$ cat config.mk
export PLATFORM = sky130hd
export DESIGN_NAME = out_port_display
export DESIGN_NICKNAME = d
export VERILOG_FILES = /design/src/rtl/out_port_display_pkg.sv /design/src/rtl/out_port_display_sync_fifo.sv /design/src/rtl/out_port_display.sv
export SDC_FILE = /design/constraint.sdc
export NUM_CORES = 1
export LEC_CHECK = 0
export ABC_AREA = 1
export BUFFER_PORTS_ARGS = -buffer_cell sky130_fd_sc_hd__buf_2
export CAP_MARGIN = 15
export CORE_MARGIN = 3
export CORE_UTILIZATION = 30
export CTS_BUF_LIST = sky130_fd_sc_hd__clkbuf_4
export CTS_CLUSTER_SIZE = 40
export DETAILED_ROUTE_END_ITERATION = 6
export SYNTH_ARGS = -nofsm -noshare
export SYNTH_HDL_FRONTEND = slang
export SYNTH_HIERARCHICAL = 1
export SYNTH_SLANG_ARGS = --single-unit
$ cat constraint.sdc
create_clock -name clk -period 5.6 [get_ports clk]
set_clock_uncertainty 0.2 [all_clocks]
set_input_delay 0.56 -clock clk [delete_from_list [all_inputs] [get_ports clk]]
set_output_delay 0.56 -clock clk [all_outputs]
set_load 0.05 [all_outputs]
$ cat src/rtl/out_port_display_pkg.sv
// Shared definitions for the OUT-port display: FSM encodings, drop ceiling
// and the active-low hex to 7-segment decode.
package out_port_display_pkg;

  typedef enum logic [1:0] {
    IDLE = 2'd0,
    LOAD = 2'd1,
    HOLD = 2'd2
  } dispState_t;

  localparam logic [7:0] DROP_MAX = 8'd255;

  // Active-low, bit order gfedcba.
  function automatic logic [6:0] hex7seg(input logic [3:0] nib);
    logic [6:0] segs;
    case (nib)
      4'h0:    segs = 7'b1000000;
      4'h1:    segs = 7'b1111001;
      4'h2:    segs = 7'b0100100;
      4'h3:    segs = 7'b0110000;
      4'h4:    segs = 7'b0011001;
      4'h5:    segs = 7'b0010010;
      4'h6:    segs = 7'b0000010;
      4'h7:    segs = 7'b1111000;
      4'h8:    segs = 7'b0000000;
      4'h9:    segs = 7'b0010000;
      4'hA:    segs = 7'b0001000;
      4'hB:    segs = 7'b0000011;
      4'hC:    segs = 7'b1000110;
      4'hD:    segs = 7'b0100001;
      4'hE:    segs = 7'b0000110;
      default: segs = 7'b0001110;
    endcase
    return segs;
  endfunction

endpackage

$ cat src/rtl/out_port_display_sync_fifo.sv
// Single-clock FIFO with wrap-bit pointers; head word is presented on dout
// while not empty.
module sync_fifo #(
  parameter int WIDTH = 16,
  parameter int DEPTH = 8
) (
  input  logic             clk,
  input  logic             reset,
  input  logic             push,
  input  logic             pop,
  input  logic [WIDTH-1:0] din,
  output logic [WIDTH-1:0] dout,
  output logic             full,
  output logic             empty
);

  localparam int AW = $clog2(DEPTH);

  logic [WIDTH-1:0] mem [DEPTH];
  logic [AW:0]      wrPtr;
  logic [AW:0]      rdPtr;

  always_ff @(posedge clk) begin
    if (reset) begin
      wrPtr <= '0;
      rdPtr <= '0;
    end else begin
      if (push) wrPtr <= wrPtr + (AW+1)'(1);
      if (pop)  rdPtr <= rdPtr + (AW+1)'(1);
    end
  end

  always_ff @(posedge clk) begin
    if (push) mem[wrPtr[AW-1:0]] <= din;
  end

  assign dout  = mem[rdPtr[AW-1:0]];
  assign empty = (wrPtr == rdPtr);
  assign full  = (wrPtr[AW] != rdPtr[AW]) && (wrPtr[AW-1:0] == rdPtr[AW-1:0]);

endmodule

$ cat src/rtl/out_port_display.sv
// Captures processor OUT words into a FIFO and shows each one in turn on a
// 4-digit multiplexed 7-segment display; tracks overflow drops and halt.
//
// state | meaning
// IDLE  | queue empty, last word stays on the display
// LOAD  | pop queue head into the display register, arm hold timer
// HOLD  | hold timer running down; next word or IDLE at terminal count
module out_port_display
  import out_port_display_pkg::*;
#(
  parameter int DEPTH       = 8,
  parameter int HOLD_CYCLES = 50000000,
  parameter int SCAN_DIV    = 65536
) (
  input  logic        clk,
  input  logic        reset,
  input  logic        out_valid,
  input  logic [15:0] out_data,
  input  logic        halt_in,
  output logic [7:0]  seg,
  output logic [3:0]  an,
  output logic        fifo_full,
  output logic        halted,
  output logic [7:0]  drop_cnt
);

  localparam int HOLD_W = (HOLD_CYCLES > 1) ? $clog2(HOLD_CYCLES) : 1;
  localparam int SCAN_W = (SCAN_DIV > 1) ? $clog2(SCAN_DIV) : 1;
  localparam logic [HOLD_W-1:0] HOLD_LOAD = HOLD_W'(HOLD_CYCLES - 1);
  localparam logic [SCAN_W-1:0] SCAN_LAST = SCAN_W'(SCAN_DIV - 1);

  dispState_t        state;
  dispState_t        stateNext;
  logic [HOLD_W-1:0] holdCnt;
  logic              holdDone;
  logic [15:0]       dispWord;
  logic [15:0]       fifoDout;
  logic              fifoEmpty;
  logic              popEn;
  logic              pushEn;
  logic              dropEn;
  logic [SCAN_W-1:0] scanCnt;
  logic [1:0]        digit;
  logic [3:0]        nibble;

  // A full FIFO still accepts a word in the cycle the FSM pops it.
  assign pushEn = out_valid && !halted && (!fifo_full || popEn);
  assign dropEn = out_valid && !halted && fifo_full && !popEn;

  sync_fifo #(
    .WIDTH (16),
    .DEPTH (DEPTH)
  ) u_fifo (
    .clk   (clk),
    .reset (reset),
    .push  (pushEn),
    .pop   (popEn),
    .din   (out_data),
    .dout  (fifoDout),
    .full  (fifo_full),
    .empty (fifoEmpty)
  );

  // Exit at 1 rather than 0 so the LOAD cycle counts towards the hold time.
  assign holdDone = (holdCnt <= HOLD_W'(1));

  always_ff @(posedge clk) begin
    if (reset) state <= IDLE;
    else       state <= stateNext;
  end

  always_comb begin
    stateNext = state;
    popEn     = 1'b0;
    case (state)
      IDLE: if (!fifoEmpty) stateNext = LOAD;
      LOAD: begin
        popEn     = !fifoEmpty;
        stateNext = HOLD;
      end
      HOLD: if (holdDone) stateNext = fifoEmpty ? IDLE : LOAD;
      default: stateNext = IDLE;
    endcase
  end

  always_ff @(posedge clk) begin
    if (reset) begin
      holdCnt  <= '0;
      dispWord <= '0;
    end else begin
      if (state == LOAD) holdCnt <= HOLD_LOAD;
      else if (state == HOLD && holdCnt != '0) holdCnt <= holdCnt - HOLD_W'(1);
      if (popEn) dispWord <= fifoDout;
    end
  end

  always_ff @(posedge clk) begin
    if (reset) begin
      halted   <= 1'b0;
      drop_cnt <= '0;
    end else begin
      if (halt_in) halted <= 1'b1;
      if (dropEn && drop_cnt != DROP_MAX) drop_cnt <= drop_cnt + 8'd1;
    end
  end

  always_ff @(posedge clk) begin
    if (reset) begin
      scanCnt <= '0;
      digit   <= 2'd0;
    end else if (scanCnt == SCAN_LAST) begin
      scanCnt <= '0;
      digit   <= digit + 2'd1;
    end else begin
      scanCnt <= scanCnt + SCAN_W'(1);
    end
  end

  always_comb begin
    nibble = dispWord[4*digit +: 4];
    an     = ~(4'b0001 << digit);
    seg    = {~(digit == 2'd0 && halted), hex7seg(nibble)};
  end

endmodule
==> results.json <==
{
  "worst_slack_ns": 1.77,
  "combPwrFrac_pct": 28.3,
  "avgSynthCellArea_um2": 8.24,
  "die_area_um2": 36200,
  "ioPinCount": 42,
  "clock.fmax_ghz": 0.261,
  "p_leak_nw": 5.29,
  "start_util_pct": 30.8,
  "period_minus_slack_ns": 3.83,
  "hpwl_mm": 15.3,
  "yosysSeqAreaShare_pct": 53.9,
  "drtIter0Drc": 466,
  "cts_tree": "built",
  "place.gp.congestion": 0.836,
  "drv_slew": 0,
  "core-area_um2": 33000,
  "min_from": "reset",
  "clockRootBuffer": "clkbuf_4",
  "wire_per_inst_um": 12.8,
  "clkSlewWorstSetupHoldPaths_ns": 0.06,
  "port_buffers": 41,
  "clk_latency_ns": 0.73,
  "multi_input_area_um2": 3670,
  "placed_cell_area_um2": 10700,
  "crit_chain": "clkinv_1 > nand2_1 > a32oi_1 > inv_1 > ha_1 > inv_1 > o21ai_0 > a21oi_1 > a21oi_1 > buf_2",
  "crit_family": "buffers and inverters",
  "p_seq_share_pct": 41.1,
  "endpoint_kind": "output pin",
  "switching_share_pct": 35.5,
  "critPathBufInv": 4,
  "netlist_area_um2": 10200,
  "power_frac_clock_pct": 30.5,
  "nNetsFinal": 1358,
  "synth_cells": 1236,
  "postRouteWirelength_mm": 23.0,
  "post_cts_buffers": 0,
  "worst_pin_slew_ns": 1.12,
  "clockBufferDepth": 3,
  "hold_viol": 0,
  "synth_warnings": 6,
  "power.switching_mw": 1.56,
  "cp.arrival_ns": 3.07,
  "grt_max_degree": 66,
  "drive_gt1_share_pct": 13.2,
  "seq_area_um2": 5490,
  "cts_sinks": 210,
  "holdWs_ns": 0.0977,
  "slowest_delay_ns": 0.59,
  "die_y_um": 190,
  "holdCritPathClass": "input port to flip-flop",
  "drc": 0,
  "post_cts_resized": 0,
  "cts_max_level": 2,
  "rows": 66,
  "post-route-util_pct": 35.2,
  "vias": 7978,
  "setup_viol": 0,
  "pre_cts_slack_ns": 2.07,
  "rsz0062_at_grt": "false",
  "power.density_nw_per_um2": 378,
  "cp-startpoint": "digit[0]",
  "crit_path_top_delay_cell": "dfxtp_1",
  "grt_pass1_wl_mm": 37.6,
  "antenna_left": 0,
  "syn_nets": 1272,
  "grt_use_total_pct": 12.7,
  "status": "completed",
  "first_pass_iters": 5,
  "synth_cell_type_count": 39,
  "crit_fanout": 14,
  "final.fill_count": 3517,
  "grt_pass1_vias": 7698,
  "criticalPathCategory": "flip-flop to output pin",
  "ys_seq_elements": 210,
  "final_common_cell": "nand2_1",
  "viasPerCell": 4.42,
  "max_cap_viol_count": 0,
  "antenna_found_initial": 1,
  "grt_overflow": 0,
  "area_delta_synth_final_pct": 14.2,
  "start_kind": "flip-flop",
  "relSlewSlack_pct": 25.5,
  "worstPathRequired_ns": 4.84,
  "reg2reg_from": "state[0]",
  "ir_drop_uv": 232,
  "die_w_um": 190,
  "internal_power_mw": 2.83,
  "fin_area_um2": 11600,
  "finalCritPeriodShare_pct": 68.5,
  "fin_setup_tns_ns": 0,
  "mostFrequentLayoutCells": "362 x nand2_1, 206 x inv_1, 128 x edfxtp_1",
  "numCtsBuffers": 59
}
-- logic make-up (layout without fill, tap and decap cells) --
logic type                 after synthesis  after routing  share of synthesized area (%)
buffers and inverters                  248            372                           10.3
and+or+nand+nor                        644            644                           27.1
AOI/OAI and AO/OA                       98             98                           5.10
adders and majority gates               16             16                           1.97
other                                    0              1                              0
DFF                                    210            210                           53.9
xor gates and xnor gates                20             20                           1.72
-- cell usage after synthesis (all sizes together) --
cell type	count	area [µm²]
and2	1	8.76
or2	2	12.5
nor3	9	50.1
nor2	139	606
or3	1	6.26
a21boi	1	7.51
buf	31	234
nor3b	2	15.0
o21a	1	7.51
xnor2	11	96.3
a32oi	1	8.76
xor2	9	78.8
o31ai	2	15.0
o21ai	46	234
ha	16	200
edfxtp	128	3840
clkinv	1	3.75
nand3	110	561
nand2	371	1440
clkbuf	6	22.5
dfxtp	82	1640
nand4	7	50.1
inv	210	788
and3	2	12.5
a21oi	47	246
-- final timing paths --
| path | endpoint | slack [ns] | depth (start not counted) |
|---|---|---|---|
| setup reg to reg | u_fifo/mem[4][6] | 2.03 | 7 |
| hold / removal | halted | 0.1 | 2 |
| hold reg to reg | scanCnt[0] | 0.25 | 1 |
| setup / recovery | seg[0] | 1.77 | 10 |
-- flip-flops by register name (all words and copies together), names as in the netlist, named ones only --
register	cells
dispWord	16
u_fifo/mem	128
drop_cnt	8
halted	1
digit	2
u_fifo/rdPtr	4
state	2
u_fifo/wrPtr	4
scanCnt	16
holdCnt	26
-- worst register-to-register path, cell delays in order, from the launching register on --
cell and delay, ns:
dfxtp_1 0.36, nand2_1 0.46, nor2_1 0.29, inv_1 0.26
a21oi_1 0.32, inv_1 0.12, or2_2 0.37, nor2_2 0.77
-- through the flow --
step,power [mW],instances
after floorplan,2.82,1236
after global placement,3.06,1686
after detailed placement,3.07,1686
after CTS,4.46,1802
after global routing,4.71,1803
final,4.40,1803
-- cell type report --
cell class              instances  area share, %
diodes                          1         0.0215
clock buffers                  87           5.61
clock inverters                12          0.592
inverters                     211           6.81
multi-input cells             778           31.6
flip-flops and latches        210           47.2
well taps                     442           4.75
repair buffers                 62           3.48
-- power by group through the flow --
stage                     combinational [mW]  clock (mW)  sequential [mW]
after floorplan                        0.996           0             1.82
after global placement                  1.22           0             1.84
after detailed placement                1.23           0             1.84
after CTS                               1.25        1.40             1.81
after global routing                    1.41        1.48             1.82
final                                   1.25        1.34             1.81
-- per-layer routing --
metal | vias up | track usage (%) | part of all wire (%)
li1 | 4089 | - | -
met1 | 3679 | 16.4 | 47
met2 | 171 | 21.4 | 46
met3 | 39 | 2.52 | 4.8
met4 | 0 | 4.23 | 1.8
met5 | - | 0 | 0
-- repair_timing --
| action | 4_1_cts | 5_1_grt |
|---|---|---|
| hold buffers | 17 | 0 |
| hold endpoints to repair | 113 | 0 |
| setup endpoints to repair | 0 | 0 |
No activity file was read; power rests on OpenSTA's default activity.
